**src/rtl/wr_bank_if.sv**
```systemverilog
// Handshake and bank-status bundle between the writer/reader side and wr_bank_ctrl.
interface wr_bank_if #(
    parameter int unsigned NUM_BANKS  = 2,
    parameter int unsigned BANK_DEPTH = 16
);
    localparam int unsigned BW = $clog2(NUM_BANKS);
    localparam int unsigned AW = $clog2(BANK_DEPTH);

    logic                 wr_valid;
    logic                 wr_flush;
    logic [NUM_BANKS-1:0] bank_lock;
    logic                 wr_ready;
    logic [BW-1:0]        wr_bank;
    logic [AW-1:0]        wr_addr;
    logic [NUM_BANKS-1:0] bank_sel;
    logic [NUM_BANKS-1:0] bank_done;
    logic [AW:0]          done_count;
    logic                 wait_st;

    modport master (
        output wr_valid, wr_flush, bank_lock,
        input  wr_ready, wr_bank, wr_addr, bank_sel, bank_done, done_count, wait_st
    );

    modport slave (
        input  wr_valid, wr_flush, bank_lock,
        output wr_ready, wr_bank, wr_addr, bank_sel, bank_done, done_count, wait_st
    );
endinterface

```
**src/rtl/wr_bank_ctrl.sv**
```systemverilog
// Write-side bank controller: fills banks, closes them on full/flush, hands them to the reader
// and advances in strict rotation or to the first free bank, stalling while candidates are locked.
module wr_bank_ctrl #(
    parameter int unsigned NUM_BANKS    = 2,
    parameter int unsigned BANK_DEPTH   = 16,
    parameter bit          STRICT_ORDER = 1'b1
) (
    input logic        clk,
    input logic        rst,
    wr_bank_if.slave   bus
);
    localparam int unsigned BW = $clog2(NUM_BANKS);
    localparam int unsigned AW = $clog2(BANK_DEPTH);

    typedef enum logic {StWrite, StWait} state_e;

    state_e        state_q, state_d;
    logic [BW-1:0] cur_q, cur_d;
    logic [AW-1:0] ptr_q, ptr_d;

    logic          accept, close;
    logic [BW:0]   search;
    logic [BW-1:0] cand;
    logic          cand_ok;

    function automatic logic [BW-1:0] inc_bank(input logic [BW-1:0] b);
        return (b == BW'(NUM_BANKS - 1)) ? '0 : b + 1'b1;
    endfunction

    // Cyclic search from cur+1; cur itself is only a candidate when incl_self is set.
    function automatic logic [BW:0] find_free(input logic [BW-1:0]        cur,
                                              input logic [NUM_BANKS-1:0] lock,
                                              input logic                 incl_self);
        logic [BW:0] res;
        int unsigned idx;
        res = '0;
        for (int unsigned k = 1; k <= NUM_BANKS; k++) begin
            idx = 32'(cur) + k;
            if (idx >= NUM_BANKS) idx -= NUM_BANKS;
            if (!res[BW] && (k < NUM_BANKS || incl_self) && !lock[idx[BW-1:0]]) begin
                res = {1'b1, idx[BW-1:0]};
            end
        end
        return res;
    endfunction

    always_comb begin
        accept  = (state_q == StWrite) && bus.wr_valid;
        close   = (state_q == StWrite) &&
                  ((accept && (ptr_q == AW'(BANK_DEPTH - 1))) ||
                   (bus.wr_flush && ((ptr_q != '0) || accept)));
        search  = find_free(cur_q, bus.bank_lock, state_q == StWait);
        // In strict mode WAIT, cur_q already holds the target bank.
        if (STRICT_ORDER) begin
            cand    = (state_q == StWrite) ? inc_bank(cur_q) : cur_q;
            cand_ok = !bus.bank_lock[cand];
        end else begin
            cand    = search[BW-1:0];
            cand_ok = search[BW];
        end
    end

    always_comb begin
        state_d = state_q;
        cur_d   = cur_q;
        ptr_d   = ptr_q;
        unique case (state_q)
            StWrite: begin
                if (close) begin
                    ptr_d = '0;
                    if (cand_ok) begin
                        cur_d = cand;
                    end else begin
                        state_d = StWait;
                        if (STRICT_ORDER) cur_d = cand;
                    end
                end else if (accept) begin
                    ptr_d = ptr_q + 1'b1;
                end
            end
            StWait: begin
                if (cand_ok) begin
                    state_d = StWrite;
                    cur_d   = cand;
                    ptr_d   = '0;
                end
            end
            default: state_d = StWrite;
        endcase
    end

    always_ff @(posedge clk) begin
        if (rst) begin
            state_q <= StWrite;
            cur_q   <= '0;
            ptr_q   <= '0;
        end else begin
            state_q <= state_d;
            cur_q   <= cur_d;
            ptr_q   <= ptr_d;
        end
    end

    always_comb begin
        bus.wr_ready   = (state_q == StWrite);
        bus.wait_st    = (state_q == StWait);
        bus.wr_bank    = cur_q;
        bus.wr_addr    = ptr_q;
        bus.bank_sel   = (state_q == StWrite) ? (NUM_BANKS'(1) << cur_q) : '0;
        bus.bank_done  = close ? (NUM_BANKS'(1) << cur_q) : '0;
        bus.done_count = close ? ({1'b0, ptr_q} + {{AW{1'b0}}, accept}) : '0;
    end
endmodule

```
**src/flat_wrapper.sv**
```systemverilog
// flat-port wrapper written by rule: the top's interface ports become plain ports
module wr_bank_ctrl_flat 
#(
    parameter int unsigned NUM_BANKS    = 2,
    parameter int unsigned BANK_DEPTH   = 16,
    parameter bit          STRICT_ORDER = 1'b1
)
  (clk, rst, bus_wr_valid, bus_wr_flush, bus_bank_lock, bus_wr_ready, bus_wr_bank, bus_wr_addr, bus_bank_sel, bus_bank_done, bus_done_count, bus_wait_st);
  wr_bank_if #(.NUM_BANKS(NUM_BANKS), .BANK_DEPTH(BANK_DEPTH)) bus_i ();
  input logic clk;
  input logic rst;
  input wire logic [$bits(bus_i.wr_valid)-1:0] bus_wr_valid;
  input wire logic [$bits(bus_i.wr_flush)-1:0] bus_wr_flush;
  input wire logic [$bits(bus_i.bank_lock)-1:0] bus_bank_lock;
  output wire logic [$bits(bus_i.wr_ready)-1:0] bus_wr_ready;
  output wire logic [$bits(bus_i.wr_bank)-1:0] bus_wr_bank;
  output wire logic [$bits(bus_i.wr_addr)-1:0] bus_wr_addr;
  output wire logic [$bits(bus_i.bank_sel)-1:0] bus_bank_sel;
  output wire logic [$bits(bus_i.bank_done)-1:0] bus_bank_done;
  output wire logic [$bits(bus_i.done_count)-1:0] bus_done_count;
  output wire logic [$bits(bus_i.wait_st)-1:0] bus_wait_st;
  assign bus_i.wr_valid = bus_wr_valid;
  assign bus_i.wr_flush = bus_wr_flush;
  assign bus_i.bank_lock = bus_bank_lock;
  assign bus_wr_ready = bus_i.wr_ready;
  assign bus_wr_bank = bus_i.wr_bank;
  assign bus_wr_addr = bus_i.wr_addr;
  assign bus_bank_sel = bus_i.bank_sel;
  assign bus_bank_done = bus_i.bank_done;
  assign bus_done_count = bus_i.done_count;
  assign bus_wait_st = bus_i.wait_st;
  wr_bank_ctrl #(.NUM_BANKS(NUM_BANKS), .BANK_DEPTH(BANK_DEPTH), .STRICT_ORDER(STRICT_ORDER)) u_core (.clk(clk), .rst(rst), .bus(bus_i));
endmodule
```
**config.mk**
```make
export PLATFORM = sky130hd
export DESIGN_NAME = wr_bank_ctrl_flat
export DESIGN_NICKNAME = d
export VERILOG_FILES = /design/src/rtl/wr_bank_if.sv /design/src/rtl/wr_bank_ctrl.sv /design/src/flat_wrapper.sv
export SDC_FILE = /design/constraint.sdc
export NUM_CORES = 1
export LEC_CHECK = 0
export ABC_AREA = 0
export CAP_MARGIN = 10
export CORE_UTILIZATION = 25
export CTS_CLUSTER_SIZE = 8
export DETAILED_ROUTE_END_ITERATION = 10
export DONT_BUFFER_PORTS = 1
export PLACE_DENSITY = 0.5
export RECOVER_POWER = 25
export SETUP_SLACK_MARGIN = 0.15
export SKIP_CTS_REPAIR_TIMING = 1
export SYNTH_ARGS = -nofsm -noshare
export SYNTH_HDL_FRONTEND = slang
export SYNTH_SLANG_ARGS = --single-unit
```
**constraint.sdc**
```tcl
create_clock -name clk -period 1.5 [get_ports clk]
set_input_delay 0.225 -clock clk [delete_from_list [all_inputs] [get_ports clk]]
set_output_delay 0.225 -clock clk [all_outputs]
set_load 0.01 [all_outputs]
```
==> qor.txt, run 1 <==
Number of setup violations in the final report: 8
Max-cap violations: 0
Die width: 49.2 um
Floorplan die height: 49.2 um
Gr ovfl total: 0
Final hold vios: 0
Failing checks: negative setup slack
Vias in the first global route: 528
R2r startpoint: u_core.bus.wr_addr[1]
Number of antenna violations at the first check in global routing: 0
Power Total: 0.000536 W
Synth top area share: 0.216
HP Class: input port to register
Cell family with most CP delay: simple AND/OR/NAND/NOR gates
Status: finished with violations
WP data arrival: 1540 ps
DIE AREA: 2420 sq um
Asr flop ratio synth: 0
Gr usage total: 0.135
Flops & latches, synth: 6
Area contributors post-synth: dfxtp_1 22%, ha_1 13%, nor2_1 6.1%
Worst-margin pin slew: 285 ps
Area leader, netlist: dfxtp_1
Inst Count DP: 104
Post-detail-place hpwl: 1.16 mm
Crit path launch: u_core.bus.wr_addr[1]
WP data required: 1270 ps
Initial DRT Pass Iterations: 2
Crit path buffers/inverters: 2
Post-synthesis sequential area ratio: 0.216
CTS Buf Count: 3
TritonCTS clock tree: done
Post-synth EDFFs: 0
Row Count: 16
Fin crit period: 1760 ps
CTS Root Cell: clkbuf_4
Clock transition at path regs: 50 ps
Layout cells sized above 1: 0.622
Commonest cells in the netlist: 9 x nor2_1, 6 x dfxtp_1, 6 x ha_1
RePlAce Congestion: 0.703
Non-filler cells, final: 109
Largest net degree at the start of global routing: 11
Initial detailed-routing violation count: 8
Slowest CP cell: dfxtp_4
Crit Path Max Fanout: 6
Slowest Stage Delay on Critical Path: 380 ps
Syn nets: 79
Critical path depth: 6
Drt total wl: 1.57 mm
Syn_area_per_cell: 8.31 sq um
Most common cell in the synthesized netlist: nor2_1
Worst reg2reg path depth: 8
Critical setup path kind: register to output pin
Clock skew: 2.30 ps
Final hold slack: 27.1 ps
Startpoint Class: register
H-tree depth: 1
DRC Markers: 0
Leak: 0.312 nW
R2r endpoint: u_core.bus.wr_bank
ANT cells: 0
FILL cells: 195
Cell count after synthesis: 67
Core ar.: 2020 sq um
WL per Instance: 14.4 um
Worst path cell trace: inv_4 > ha_4 > nor4b_4 > or3_1 > buf_6 > nor2_4
Port Buffers: 0
Worst setup EP type: output pin
Clock buffer depth: 2
Synth cell types: 33
Starting density of the core: 0.275
DR vias: 585
Area Overhead vs Synth: 62.7%
Multi-input logic area: 551 sq um
ANT nets after route: 0
First-pass GRT wire length: 2.43 mm
Ports: 22
RSZ-0062 raised after global routing: true
Slew Limit Fails: 0
Synthesized area: 557 sq um
Worst Setup EP: bus_done_count[2]
YS warnings: 0
Max-slew headroom: 0.810
Ys flop type: dfxtp_1
PD cells: 592 nW/um^2
Period utilization: 1.17
Layout net count: 96
Final setup margin: -260 ps
Max rail drop VDD: 0.291 mV
Reg area: 136 sq um
Sink Count: 6
Fmax: 568 MHz
Clk Latency, worst-skew pair: 250 ps
Detail-routed via count per cell: 5.37
Reg2reg setup slack: -120 ps
## metrics by stage
step | TNS, ps | utilization | setup WS [ps] | area, sq um
final | -1420 | 0.448 | -260 | 906
after global routing | -2000 | 0.448 | -315 | 906
after CTS | -1700 | 0.400 | -315 | 810
after detailed placement | -99.2 | 0.389 | -34.1 | 787
after global placement | -26.6 | 0.389 | -20.6 | 787
after floorplan | -8.11 | - | -8.11 | 671
## report_power, final
group | switching (W) | total [W] | leakage, nW | internal [W]
registers | 0.00000838 | 0.000174 | 0.0522 | 0.000166
logic | 0.0000986 | 0.000203 | 0.246 | 0.000104
clock network | 0.0000681 | 0.000159 | 0.0138 | 0.0000912
## final cells by class
type | instances | share of cell area
clock buffers | 3 | 0.0249
repair buffers | 17 | 0.155
well taps | 27 | 0.0373
inverters | 4 | 0.0249
multi-input cells | 52 | 0.608
flip-flops and latches | 6 | 0.151
## worst min path at each step
stage | cells after the start | slack (ps) | start | end
after floorplan | 2 | 440 | bus_wr_flush | u_core.bus.wait_st
after global placement | 1 | 290 | rst | u_core.bus.wr_bank
after detailed placement | 1 | 290 | rst | u_core.bus.wr_bank
after CTS | 1 | 20 | rst | u_core.bus.wr_bank
after global routing | 1 | 20 | rst | u_core.bus.wr_addr[3]
final | 1 | 30 | rst | u_core.bus.wr_bank
## cell families after synthesis
kind of cell | count (synthesis) | share of synthesized area
xor+xnor | 2 | 0.0315
mux | 1 | 0.0180
compound gates | 15 | 0.211
simple gates | 28 | 0.285
fa+ha+maj | 6 | 0.135
flops | 6 | 0.216
buf+inv | 9 | 0.103
## cell usage in the layout, fill, tap and decap left out, drive strengths merged, types with 2 or more instances in the layout
cell type	Yosys	layout
nor2	9	9
ha	6	6
a21oi	3	3
dfxtp	6	6
inv	4	3
nand4	3	3
a311oi	2	2
clkbuf	0	4
buf	5	16
o21ai	2	2
nand2b	3	3
nand3	3	3
and2	2	2
or3	2	2
## routing by layer
layer	vias to the layer above	track usage	part of all wire
li1	280	-	-
met4	0	0.0588	0.013
met1	281	0.146	0.39
met3	5	0.0779	0.070
met2	19	0.212	0.53
met5	-	0	0
## registers in the layout (all words and copies together), names as in the netlist
register and count:
u_core.bus.wr_bank 1, u_core.bus.wait_st 1, u_core.bus.wr_addr 4
## worst reg2reg max path: cells and delay by family (launching register included)
kind	cells	cell delay [ps]
AND/OR/NAND/NOR	2	440
buffers and inverters	3	330
adder cells (fa/ha/maj)	1	150
flip-flops	1	380
AO/OA/AOI/OAI	2	180
Power figures use the tool's default switching activity.
==> inputs of run 2 (changes only) <==
--- a/config.mk
+++ b/config.mk
@@ -13,5 +13,5 @@
 export DONT_BUFFER_PORTS = 1
 export PLACE_DENSITY = 0.5
-export RECOVER_POWER = 25
+export RECOVER_POWER = 100
 export SETUP_SLACK_MARGIN = 0.15
 export SKIP_CTS_REPAIR_TIMING = 1
==> constraint.sdc (replaced) <==
create_clock -name clk -period 1.5 [get_ports clk]
set_input_delay 0.3 -clock clk [delete_from_list [all_inputs] [get_ports clk]]
set_output_delay 0.3 -clock clk [all_outputs]
set_load 0.01 [all_outputs]
==> run 2 against run 1 <==
Effect of this change: sequential share of layout area barely moved; the run still ends with negative setup slack left; maximum frequency fell by 6.1%; sequential cell count did not move; core utilization fell by 0.062 points; global-route usage rose by 0.88 points; design area fell by 0.14%; hold slack improved by 58 ps; final cell count rose by 0.92%; clock skew rose by 3.7 ps; clock power rose by 12%; critical path type unchanged; via count rose by 0.51%; critical path depth did not move.
==> qor.txt, run 2 (same netlist as run 1, synthesis figures left out) <==
Row Count: 16 (unchanged)
Period utilization: 1.25 (+0.0759)
H-tree depth: 1 (unchanged)
Worst-margin pin slew: 369 ps (+83.5 ps)
HP Class: input port to register
Clock buffer depth: 2 (unchanged)
Most frequent cells in the layout: 13 x buf_4, 5 x ha_4, 4 x nor2_4, 4 x dfxtp_4
RePlAce Congestion: 0.712 (+1.4%)
ANT cells: 0 (unchanged)
Fin crit period: 1870 ps (+114 ps)
Finished Core Util: 0.447 (-0.000619)
Crit Path Max Fanout: 6 (unchanged)
Vias in the first global route: 540 (+2.3%)
Setup Slack @ Placement: -112 ps (-78.1 ps)
WL per Instance: 15.3 um (+6.2%)
PD cells: 617 nW/um^2 (+4.3%)
Die width: 49.2 um (unchanged)
Gr ovfl total: 0 (unchanged)
Clock transition at path regs: 60 ps (about the same)
DIE AREA: 2420 sq um (unchanged)
Inst Count DP: 104 (unchanged)
WP data required: 1200 ps (-70 ps)
Leak: 0.316 nW (+1.5%)
Initial detailed-routing violation count: 5 (-3)
Commonest non-fill, non-tap cell in the layout: buf_4
Non-filler cells, final: 110 (+0.92%)
ANT nets after route: 0 (unchanged)
Fmax: 534 MHz (-6.1%)
Ports: 22 (unchanged)
CTS Root Cell: clkbuf_4
Core ar.: 2020 sq um (unchanged)
CTS Buf Count: 3 (unchanged)
DR vias: 588 (+0.51%)
Final hold vios: 0 (unchanged)
DRC Markers: 0 (unchanged)
Detail-routed via count per cell: 5.35 (-0.40%)
Max-slew headroom: 0.754 (-0.0557)
Port Buffers: 0 (unchanged)
Power Total: 0.000558 W (+4.1%)
Initial DRT Pass Iterations: 4 (+2)
Slew Limit Fails: 0 (unchanged)
WP data arrival: 1570 ps (+30 ps)
Max-cap violations: 0 (unchanged)
Final setup margin: -374 ps (-114 ps)
Clock skew: 5.96 ps (+3.66 ps)
Layout cells sized above 1: 0.627 (+0.00455)
Area Overhead vs Synth: 62.5%
Drt total wl: 1.69 mm (+7.2%)
Sink Count: 6 (unchanged)
Critical setup path kind: register to output pin
Starting density of the core: 0.275 (unchanged)
Final setup TNS: -2160 ps (-736 ps)
Status: finished with violations
Post-detail-place hpwl: 1.25 mm (+7.9%)
RSZ-0062 raised after global routing: true
Layout net count: 97 (+1.0%)
Floorplan die height: 49.2 um (unchanged)
First-pass GRT wire length: 2.53 mm (+4.3%)
Clk Latency, worst-skew pair: 270 ps (+20 ps)
Largest net degree at the start of global routing: 11 (unchanged)
Startpoint Class: register
Largest register FFs: 4 (unchanged)
Max rail drop VDD: 0.331 mV (+14%)
TritonCTS clock tree: done
Number of antenna violations at the first check in global routing: 0 (unchanged)
Gr usage total: 0.144 (+0.00882)
Failing checks: negative setup slack
Number of setup violations in the final report: 10 (+2)
Worst setup EP type: output pin
## run 2: cell types whose count changed in the layout (fill, tap and decap cells not counted), sizes merged
cell,delta
buf,+1
clkinv,-1
inv,+1
## run 2: layout make-up
cell class                 count  area [sq um]
tap                           27          33.8
fill                         204          1120
inverter                       4          22.5
multi-input combinational     52           534
timing repair buffer          18           155
clock buffer                   3          22.5
sequential                     6           136
## run 2: per-layer routing
layer	GRT usage	wire length (um)	part of all wire
met5	0	0	0
met2	0.251	914	0.54
met1	0.147	620	0.37
met3	0.0467	109	0.065
met4	0.0882	42	0.025
## run 2: metrics by stage
| stage | hold slack (ps) | area (sq um) |
|---|---|---|
| 2_1_floorplan | 512 | 667 |
| 3_3_place_gp | 365 | 771 |
| 3_5_place_dp | 363 | 771 |
| 4_1_cts | 82.8 | 793 |
| 5_1_grt | 82.2 | 905 |
| 6_report | 85.1 | 905 |
## run 2: report_power, final
group	internal (W)	leakage [nW]	total, W	switching, W
registers	0.000165	0.0522	0.000174	0.00000899
clock network	0.0000924	0.0138	0.000178	0.0000855
logic	0.000106	0.250	0.000206	0.0000998
## run 2: path summary, 6_finish.rpt
kind	start	endpoint	slack (ps)	depth (start not counted)
worst max-delay path	u_core.bus.wr_addr[1]	bus_done_count[3]	-370	6
worst min register to register	u_core.bus.wr_addr[1]	u_core.bus.wr_addr[1]	530	2
worst max register to register	u_core.bus.wait_st	u_core.bus.wr_addr[1]	-40	7
worst min-delay path	rst	u_core.bus.wr_bank	90	1
## run 2: worst max-delay path: stages (launching register included)
cell	delay, ps
dfxtp_4	380
inv_4	40
ha_4	150
nor4b_4	130
or3_1	340
buf_6	160
nor2_4	110
==> inputs of run 3 (changes only) <==
Settings changed: PLACE_DENSITY 0.5 to 0.48.
Clock period 1.5 ns to 2.1 ns, I/O delays scaled along.
==> run 3 against run 2 <==
Effect of this change: the run now ends clean; routed wire length fell by 12%; power fell by 40%; sequential power fell by 26%; register-to-register slack improved by 310 ps; clock skew rose by 0.63 ps; critical path depth fell by 1; via count fell by 12%; critical path type unchanged; highest routed layer unchanged.
==> qor.txt, run 3 (same netlist as run 1, synthesis figures left out) <==
Status: complete, no violations
DR vias: 515 (-12%)
RSZ-0062 raised after global routing: true
Leak: 0.250 nW (-21%)
Period utilization: 0.940
Port Buffers: 0 (unchanged)
Die width: 49.2 um (unchanged)
Met2 wire length: 707 um (-23%)
Core ar.: 2020 sq um (unchanged)
Clock transition at path regs: 50 ps (about the same)
Multi-input logic area: 434 sq um (-19%)
Post-detail-place hpwl: 1.13 mm (-9.7%)
WHS Path Cells: 1 (unchanged)
Cell area after layout: 702 sq um (-22%)
RePlAce Congestion: 0.716 (+0.56%)
Final hold slack: 228 ps (+142 ps)
Met3 wire len: 112 um (+2.8%)
Metal-1 WL: 655 um (+5.6%)
Initial DRT Pass Iterations: 4 (unchanged)
Worst setup EP type: output pin
CTS Buf Count: 3 (unchanged)
Layout cells sized above 1: 0.320 (-0.307)
DRC Markers: 0 (unchanged)
ANT cells: 0 (unchanged)
Most frequent cells in the layout: 7 x buf_4, 5 x nor2_1, 5 x ha_1, 4 x dfxtp_1
Max-cap violations: 0 (unchanged)
R2r startpoint: u_core.bus.wr_bank
Max rail drop VDD: 0.212 mV (-36%)
Initial detailed-routing violation count: 11 (+6)
Detail-routed via count per cell: 5.05 (-5.5%)
Worst reg2reg path depth: 6 (-1)
Ports: 22 (unchanged)
Clock buffer depth: 2 (unchanged)
Row Count: 16 (unchanged)
ANT nets after route: 0 (unchanged)
Startpoint Class: register
FILL cells: 226 (+11%)
Setup Slack @ Placement: 140 ps (+253 ps)
Gr usage total: 0.131 (-0.0126)
Clk Latency, worst-skew pair: 260 ps (about the same)
Reg2reg setup slack: 270 ps (+310 ps)
Reg area: 128 sq um (-6.4%)
Power Total: 0.000333 W (-40%)
Fin crit period: 1970 ps
Top Layer Used: met4
Largest register FFs: 4 (unchanged)
CTS Root Cell: clkbuf_4
WP data arrival: 1550 ps (-20 ps)
Number of antenna violations at the first check in global routing: 0 (unchanged)
Sink of the worst hold path: u_core.bus.wr_bank
PD cells: 474 nW/um^2 (-23%)
Floorplan die height: 49.2 um (unchanged)
R2r endpoint: u_core.bus.wr_addr[2]
Fmax: 507 MHz
Final hold vios: 0 (unchanged)
Sink Count: 6 (unchanged)
Hold Startpoint: rst
Number of setup violations in the final report: 0 (-10)
Vias in the first global route: 467 (-14%)
Slew Limit Fails: 0 (unchanged)
Non-filler cells, final: 102 (-7.3%)
Area post-placement: 601 sq um (-22%)
Worst-margin pin slew: 457 ps (+88.2 ps)
Final setup margin: 127 ps (+501 ps)
Critical setup path kind: register to output pin
WL per Instance: 14.6 um (-4.8%)
Layout net count: 89 (-8.2%)
Max-slew headroom: 0.695 (-0.0588)
TritonCTS clock tree: done
Area Overhead vs Synth: 26.1%
Largest net degree at the start of global routing: 11 (unchanged)
Drt total wl: 1.49 mm (-12%)
DIE AREA: 2420 sq um (unchanged)
WP data required: 1680 ps (+480 ps)
Crit Path Max Fanout: 5 (-1)
Starting density of the core: 0.275 (unchanged)
Commonest non-fill, non-tap cell in the layout: buf_4
First-pass GRT wire length: 2.36 mm (-6.8%)
HP Class: input port to register
Gr ovfl total: 0 (unchanged)
Clock skew: 6.59 ps (+0.634 ps)
H-tree depth: 1 (unchanged)
Inst Count DP: 96 (-7.7%)
## run 3: through the flow
step	utilization	setup TNS, ps
2_1_floorplan	-	0
3_3_place_gp	0.297	0
3_5_place_dp	0.297	0
4_1_cts	0.308	-490
5_1_grt	0.347	0
6_report	0.347	0
## run 3: how the worst max path moves through the flow
stage	end	slack, ps	start
after floorplan	bus_done_count[2]	160	u_core.bus.wr_addr[0]
after global placement	bus_done_count[2]	150	u_core.bus.wr_addr[0]
after detailed placement	bus_done_count[2]	140	u_core.bus.wr_addr[0]
after CTS	bus_done_count[2]	-140	u_core.bus.wr_addr[0]
after global routing	bus_done_count[4]	60	u_core.bus.wait_st
final	bus_done_count[3]	130	u_core.bus.wr_addr[1]
## run 3: power breakdown
group	internal (W)	total, W	switching, W	leakage, nW
Sequential	0.000118	0.000129	0.0000102	0.0504
Clock	0.0000651	0.000114	0.0000487	0.0138
Combinational	0.0000407	0.0000903	0.0000496	0.186
Total	0.000224	0.000333	0.000108	0.250
## run 3: critical path, stage by stage, from the launching register on
cell and delay, ps:
dfxtp_4 370, inv_4 40, ha_4 150, nor4b_4 120, or3_4 460, nor2_2 160
## run 3: per-layer routing
metal	vias up	track usage
met5	-	0
met4	0	0.0441
met3	2	0.0623
met2	19	0.215
met1	234	0.148
li1	260	-
## run 3: final cells by class
type                            instances  share of cell area
Multi-Input combinational cell         52               0.619
Sequential cell                         6               0.182
Timing Repair Buffer                   10              0.0909
Tap cell                               27              0.0481
Clock buffer                            3              0.0321
Inverter                                4              0.0285
